--- src/rtl/if_fetch_unit.sv ---
// Instruction fetch unit: a sequential PC feeds a one-cycle-latency instruction
// memory, and returned words queue in a circular buffer that decode drains.
module if_fetch_unit #(
  parameter int unsigned     XLEN     = 32,
  parameter logic [XLEN-1:0] RESET_PC = {XLEN{1'b0}},
  parameter int unsigned     PC_STEP  = 4,
  parameter int unsigned     DEPTH    = 4
) (
  input  logic                     CLK,
  input  logic                     RST,
  input  logic                     Branch_Sig,
  input  logic [XLEN-1:0]          PC_branch,
  output logic                     IMEM_REQ,
  output logic [XLEN-1:0]          IMEM_ADDR,
  input  logic [31:0]              IMEM_DATA,
  output logic                     ID_VALID,
  input  logic                     ID_READY,
  output logic [31:0]              ID_INSTR,
  output logic [XLEN-1:0]          ID_PC,
  output logic [$clog2(DEPTH):0]   COUNT
);

  localparam int unsigned PTR_W = $clog2(DEPTH);
  localparam int unsigned CNT_W = PTR_W + 1;
  localparam logic [XLEN-1:0]  STEP_C  = XLEN'(PC_STEP);
  localparam logic [CNT_W:0]   DEPTH_C = (CNT_W + 1)'(DEPTH);

  logic [XLEN-1:0]  pc_q, pc_d;
  logic             infl_q, infl_d;
  logic [XLEN-1:0]  infl_pc_q, infl_pc_d;
  logic [PTR_W-1:0] wr_ptr_q, wr_ptr_d;
  logic [PTR_W-1:0] rd_ptr_q, rd_ptr_d;
  logic [CNT_W-1:0] count_q, count_d;
  logic [31:0]      instr_mem_q [DEPTH];
  logic [XLEN-1:0]  pc_mem_q    [DEPTH];

  logic [CNT_W:0]   occupancy_s;
  logic             req_s;
  logic             push_s;
  logic             pop_s;

  // Credit check counts the inflight word so every returning word has a slot.
  assign occupancy_s = {1'b0, count_q} + {{CNT_W{1'b0}}, infl_q};
  assign req_s       = !RST && !Branch_Sig && (occupancy_s < DEPTH_C);
  assign push_s      = infl_q && !RST && !Branch_Sig;
  assign pop_s       = (count_q != {CNT_W{1'b0}}) && ID_READY && !RST && !Branch_Sig;

  assign IMEM_REQ  = req_s;
  assign IMEM_ADDR = pc_q;
  assign ID_VALID  = (count_q != {CNT_W{1'b0}});
  assign ID_INSTR  = instr_mem_q[rd_ptr_q];
  assign ID_PC     = pc_mem_q[rd_ptr_q];
  assign COUNT     = count_q;

  always_comb begin
    pc_d      = pc_q;
    infl_d    = infl_q;
    infl_pc_d = infl_pc_q;
    wr_ptr_d  = wr_ptr_q;
    rd_ptr_d  = rd_ptr_q;
    count_d   = count_q;
    if (RST) begin
      pc_d     = RESET_PC;
      infl_d   = 1'b0;
      wr_ptr_d = {PTR_W{1'b0}};
      rd_ptr_d = {PTR_W{1'b0}};
      count_d  = {CNT_W{1'b0}};
    end else if (Branch_Sig) begin
      // Redirect flushes everything, including the word still in flight.
      pc_d     = PC_branch;
      infl_d   = 1'b0;
      wr_ptr_d = {PTR_W{1'b0}};
      rd_ptr_d = {PTR_W{1'b0}};
      count_d  = {CNT_W{1'b0}};
    end else begin
      infl_d   = req_s;
      wr_ptr_d = wr_ptr_q + PTR_W'(push_s);
      rd_ptr_d = rd_ptr_q + PTR_W'(pop_s);
      count_d  = count_q + CNT_W'(push_s) - CNT_W'(pop_s);
      if (req_s) begin
        pc_d      = pc_q + STEP_C;
        infl_pc_d = pc_q;
      end else begin
        pc_d      = pc_q;
        infl_pc_d = infl_pc_q;
      end
    end
  end

  always_ff @(posedge CLK) begin
    pc_q      <= pc_d;
    infl_q    <= infl_d;
    infl_pc_q <= infl_pc_d;
    wr_ptr_q  <= wr_ptr_d;
    rd_ptr_q  <= rd_ptr_d;
    count_q   <= count_d;
  end

  // Buffer storage carries no reset; COUNT alone qualifies its contents.
  always_ff @(posedge CLK) begin
    if (push_s) begin
      instr_mem_q[wr_ptr_q] <= IMEM_DATA;
      pc_mem_q[wr_ptr_q]    <= infl_pc_q;
    end
  end

endmodule

--- config.mk ---
export PLATFORM = sky130hd
export DESIGN_NAME = if_fetch_unit
export DESIGN_NICKNAME = d
export VERILOG_FILES = /design/src/rtl/if_fetch_unit.sv
export SDC_FILE = /design/constraint.sdc
export NUM_CORES = 1
export LEC_CHECK = 0
export CORE_MARGIN = 2
export CORE_UTILIZATION = 46
export DETAILED_ROUTE_END_ITERATION = 7
export MAX_ROUTING_LAYER = met4
export PLACE_DENSITY = 0.69
export SYNTH_ARGS = -nofsm -noshare
export SYNTH_HDL_FRONTEND = slang
export SYNTH_SLANG_ARGS = --single-unit
--- constraint.sdc ---
create_clock -name CLK -period 10 [get_ports CLK]
set_input_delay 1.5 -clock CLK [delete_from_list [all_inputs] [get_ports CLK]]
set_output_delay 1.5 -clock CLK [all_outputs]
set_load 0.01 [all_outputs]
# Word level (Yosys, flattened, before mapping)
# Memories as Yosys holds them, arrays and structs flattened. A register that Yosys moved wholly into a read port is not among the register bits.
# Cells that the tools add are included.
# op_classes
n_addsub	6
n_lt_le_gt_ge	1
muxes	6
bitwise_logic	2
reduce_logical	13
# op_table
op	count
$mux W32	2
$add A32 B3 Y32 const B	1
$logic_and A1 B1 Y1	7
$add A2 B1 Y2	2
$add A3 B1 Y4	1
$lt A4 B3 Y1 const B	1
$mux W2	2
$add A3 B1 Y3	1
$reduce_and A3 Y1	1
$reduce_bool A3 Y1	1
$sub A3 B1 Y3	1
$logic_not A1 Y1	2
$mux W1	2
$not A1 Y1	2
$reduce_bool A2 Y1	1
$reduce_or A2 Y1	1
# word_totals
regBits	72
mem_bits_rw	256
word_cells	36
memories	2
# memory_table
name	depth	width	rd	rd_clocked_by_memory_dff	write_ports	line	rtl
instr_mem_q	4	32	1	1	1	34	logic [31:0] instr_mem_q [DEPTH];
pc_mem_q	4	32	1	1	1	35	logic [XLEN-1:0] pc_mem_q [DEPTH];

# Depth between registers and ports, before layout
# depth
word_depth	6
mapped_depth	10

# Worst setup path before layout
# Ideal clock, no wire load.
# synth_timing
kind	input-to-reg
start	input port Branch_Sig
end	memory instr_mem_q[0][0] (enable)
setup_time_ns	0.578
t_arrival_ns	6.792
t_required_ns	9.422
path_slack_ns	2.630
cell_stages	4
path_buffers	1
path_cell_list	clkbuf_1 nor2_1 and2_0 nor3b_1
# synth_between
elab_chain_len	4
# synth_rtl
item	line	rtl
start: declaration	11	input logic Branch_Sig,
$logic_not A1 Y1	45	assign push_s = infl_q && !RST && !Branch_Sig;
$logic_and A1 B1 Y1	45	
$mux W1	101	if (push_s) begin
$mux W1 (not written as such)	102	instr_mem_q[wr_ptr_q] <= IMEM_DATA;
end: declaration	34	
# No other way between the ends.

# Final worst setup path
# layout_timing
start	input port Branch_Sig
end	output port IMEM_REQ
# layout_between
elab_chain_len	3
# layout_rtl
item	line	rtl
$logic_not A1 Y1	44	assign req_s = !RST && !Branch_Sig && (occupancy_s < DEPTH_C);
$logic_and A1 B1 Y1 (2 in series)	44	
end: declaration	13	output logic IMEM_REQ,
# No other way between the ends.

==> key figures <==
Clock tree
  • Hold-fix buffer count after cts: 0
  • PostCTS Resize Cnt: 0
  • TritonCTS clock tree: built
  • Worst-Skew Late Latency: 500 ps
  • Buffers inserted during post-CTS setup optimization: 0
  • Maximum buffer depth of the clock tree: 3
  • Clock-pin slew on the worst setup and hold paths: 60 ps
  • Root Buffer Master: sky130_fd_sc_hd__clkbuf_16
  • Number of CTS-inserted buffers: 35
  • H-tree Lvls: 2
  • TritonCTS Sinks: around 330

Timing
  • Final max-slew violation count: 0
  • Layout Skew: between 15 and 20 ps
  • Minimum clock period: ~5800 ps
  • Final setup violation count: 0
  • Max Fclk: approximately 0.17 GHz
  • RSZ-0062 raised after global routing: false
  • Post-Route Setup TNS: 0 ps
  • Post-route worst hold slack: around 500 ps
  • Slew HR: between 20% and 30%
  • Transition time at the pin with the least slew margin: approximately 1100 ps
  • Period utilisation layout: approximately three fifths
  • Final count of hold timing violations: 0

Hold path
  • Path type of the worst min-delay path: reg2reg
  • Worst hold path stage count: 0
  • Hold Crit Endpoint: pc_mem_q[3][5]
  • Hold path start: infl_pc_q[5]

Power
  • Fraction of power consumed by the clock network: 42.7%
  • Overall Power: 0.00287 W
  • Sequential power share: 53.5%
  • Power Dens Cells: around 180 nW/um^2
  • Switching power of the nets: about 0.00056 W
  • Peak supply drop: 89.8 uV
  • Leakage power: approximately 4.9 nW
  • Int Power: between 0.002 and 0.0025 W
  • Power share of the combinational group: between 3 and 4%
  • Switching part of the total power: roughly a fifth

Setup path
  • Startpoint of the worst register-to-register path: COUNT[1]
  • Combined buffer and inverter count along the critical path: 2
  • Family of cells with the greatest summed delay on the critical path: buffers and inverters
  • Worst setup slack for register-to-register paths: between 7000 and 8000 ps
  • Most used cell, CP: sky130_fd_sc_hd__clkdlybuf4s50_1
  • WS Path Type: in2out
  • Kind of launch point of the worst setup path: input pin
  • Element type at the critical path end: output port
  • Critical Path, Cell by Cell: clkdlybuf4s50_1 > or2_2 > nor2_4 > clkdlybuf4s50_1
  • CP max-delay cell: sky130_fd_sc_hd__nor2_4
  • Number of cell instances on the worst register-to-register path: 4
  • Crit-path max FO: 34
  • Required time worst endpoint: 8500 ps
  • Maximum single-stage delay on the critical path: between 800 and 900 ps
  • FF-to-FF End: infl_pc_q[21]
  • Critical Path AT: around 4300 ps

Synth
  • Average cell area after synthesis: roughly 20 sq um
  • Most frequent cells after synthesis: sky130_fd_sc_hd__edfxtp_1 (288), sky130_fd_sc_hd__mux4_2 (64), sky130_fd_sc_hd__dfxtp_1 (40), sky130_fd_sc_hd__nor2_1 (37), sky130_fd_sc_hd__nand2_1 (22)
  • Mapped Cells: between 600 and 700
  • Yosys warning count: 0
  • Library cell with the highest instance count after synthesis: sky130_fd_sc_hd__edfxtp_1
  • Yosys cell types: 51
  • Number of flops mapped to enable cells by yosys: ~290
  • Area share of the leading cell type in the synthesized netlist: 70.0%
  • Synthesized area: around 12000 sq um
  • Total nets after synthesis: approximately 700
  • Top post-synthesis cells by area: sky130_fd_sc_hd__edfxtp_1 (70%), sky130_fd_sc_hd__mux4_2 (12%), sky130_fd_sc_hd__dfxtp_1 (6.5%), sky130_fd_sc_hd__a211oi_1 (1.2%), sky130_fd_sc_hd__nor2_1 (1.1%)
  • Commonest register cell after synthesis: sky130_fd_sc_hd__edfxtp_1
  • Proportion of register bits with asynchronous set or reset after synthesis: 0%
  • Largest area contributor in the synthesized netlist: sky130_fd_sc_hd__edfxtp_1
  • Sequential-to-total area share from yosys stat: between 70% and 80%
  • Synthesis-stage register bit count: ~330

Floorplanning
  • Std-Cell Rows: 59
  • Effective utilization at floorplan: a little under half
  • Core area: around 26000 sq um
  • Die Height: between 150 and 200 um
  • Die width: 168 um
  • I/O Pins: about 170
  • Die Footprint: ~28000 sq um

GRT
  • Via count of the first global-routing pass: 6933
  • Overall fraction of global-route tracks in use: roughly a fifth
  • Maximum number of pins on one net before global-route repair: 66
  • Number of antenna violations at the first check in global routing: 0
  • Global-route wire length before repair: 39500 um
  • Total congestion overflow: 0

Place
  • GPL Wtd Cong: 0.916
  • Area after detailed placement: approximately 14000 sq um
  • Hpwl dp: approximately 15000 um
  • Input/output buffers: around 170

Detailed routing
  • Initial DRC Count: between 500 and 600
  • WL per Instance: roughly 22 um
  • Pre-Repair DR Iteration Count: 5
  • DRC violations left: 0
  • Remaining number of nets flagged by the antenna check after routing: 0
  • Post-detailed-routing wire length: roughly 25000 um
  • Via-per-instance ratio: around 5.6
  • Count of vias placed by the detailed router: 6547

Final layout
  • Number of nets in the finished design: just under 900
  • Syn-to-layout area delta: 25.8%
  • Layout cells sized above 1: between 15 and 20%
  • Non-Filler Cell Area, Final: ~16000 sq um
  • Number of diodes added for antenna fixing: 0

Status
  • Outcome: complete, no violations

Job
  • Maximum capacitance violations: 0
## layout by cell type, fill, tap and decap left out, types with 4 or more instances in the layout
cell type and instances:
sky130_fd_sc_hd__a211oi_1 19, sky130_fd_sc_hd__a21oi_1 4, sky130_fd_sc_hd__and2_1 4, sky130_fd_sc_hd__and4_1 4
sky130_fd_sc_hd__buf_4 7, sky130_fd_sc_hd__clkbuf_1 6, sky130_fd_sc_hd__clkbuf_16 37, sky130_fd_sc_hd__clkdlybuf4s50_1 168
sky130_fd_sc_hd__clkinv_1 8, sky130_fd_sc_hd__clkinv_2 7, sky130_fd_sc_hd__dfxtp_1 38, sky130_fd_sc_hd__edfxtp_1 288
sky130_fd_sc_hd__ha_1 4, sky130_fd_sc_hd__mux4_2 64, sky130_fd_sc_hd__nand2_1 22, sky130_fd_sc_hd__nand3_1 12
sky130_fd_sc_hd__nand4_1 12, sky130_fd_sc_hd__nor2_1 34, sky130_fd_sc_hd__nor3_1 6, sky130_fd_sc_hd__xnor2_1 15
sky130_fd_sc_hd__xor2_1 15
## state kept, by name (all words and copies together) (netlist names)
| register | count |
|---|---|
| pc_mem_q | 128 |
| IMEM_ADDR | 32 |
| COUNT | 3 |
| wr_ptr_q | 2 |
| rd_ptr_q | 2 |
| infl_q | 1 |
| instr_mem_q | 128 |
| infl_pc_q | 32 |
## cell families after synthesis
kind of cell             after synthesis  synth area share [%]
AND/OR/NAND/NOR                      125                  5.74
AO/OA/AOI/OAI                         38                  2.19
adder cells (fa/ha/maj)                5                 0.567
multiplexers                          66                  11.8
XOR/XNOR                              30                  2.13
buffers and inverters                 32                  1.05
flip-flops                           328                  76.5
## per-layer routing
metal  track usage [%]  wire (um)  vias up
li1                  -          -     2914
met1              25.4      11000     3330
met2              29.0      12000      268
met3              4.65       2010       35
met4              4.39        355        0
met5                 -          0        -
## stage by stage
stage	setup slack (ps)	instances	utilization (%)
global placement	4230	1105	55.1
detailed placement	4160	1105	55.1
finish	4160	1168	59.3
global route	4000	1168	59.3
CTS	4150	1168	59.3
floorplan	2630	624	-
## how the worst max path moves through the flow
stage,start,end,slack (ps),cells after the start
2_1_floorplan,Branch_Sig,instr_mem_q[0][0],2630,4
3_3_place_gp,Branch_Sig,IMEM_REQ,4230,4
3_5_place_dp,Branch_Sig,IMEM_REQ,4160,4
4_1_cts,Branch_Sig,IMEM_REQ,4150,4
5_1_grt,Branch_Sig,IMEM_REQ,4000,4
6_report,Branch_Sig,IMEM_REQ,4160,4
## power by group through the flow
stage	combinational, W	sequential [W]	clock, W
5_1_grt	0.000116	0.00154	0.00131
3_5_place_dp	0.000108	0.00157	0
2_1_floorplan	0.0000353	0.00156	0
4_1_cts	0.000109	0.00154	0.00126
6_report	0.000108	0.00154	0.00123
3_3_place_gp	0.000106	0.00156	0
## cell type report
| class | count | area [sq um] |
|---|---|---|
| clock buffer | 45 | 976 |
| clock inverter | 18 | 134 |
| fill | 1888 | 10700 |
| inverter | 3 | 11.3 |
| multi-input combinational | 264 | 2810 |
| sequential | 328 | 9460 |
| tap | 335 | 419 |
| timing repair buffer | 175 | 1730 |
Note: power is estimated with default switching activity, not from simulation.
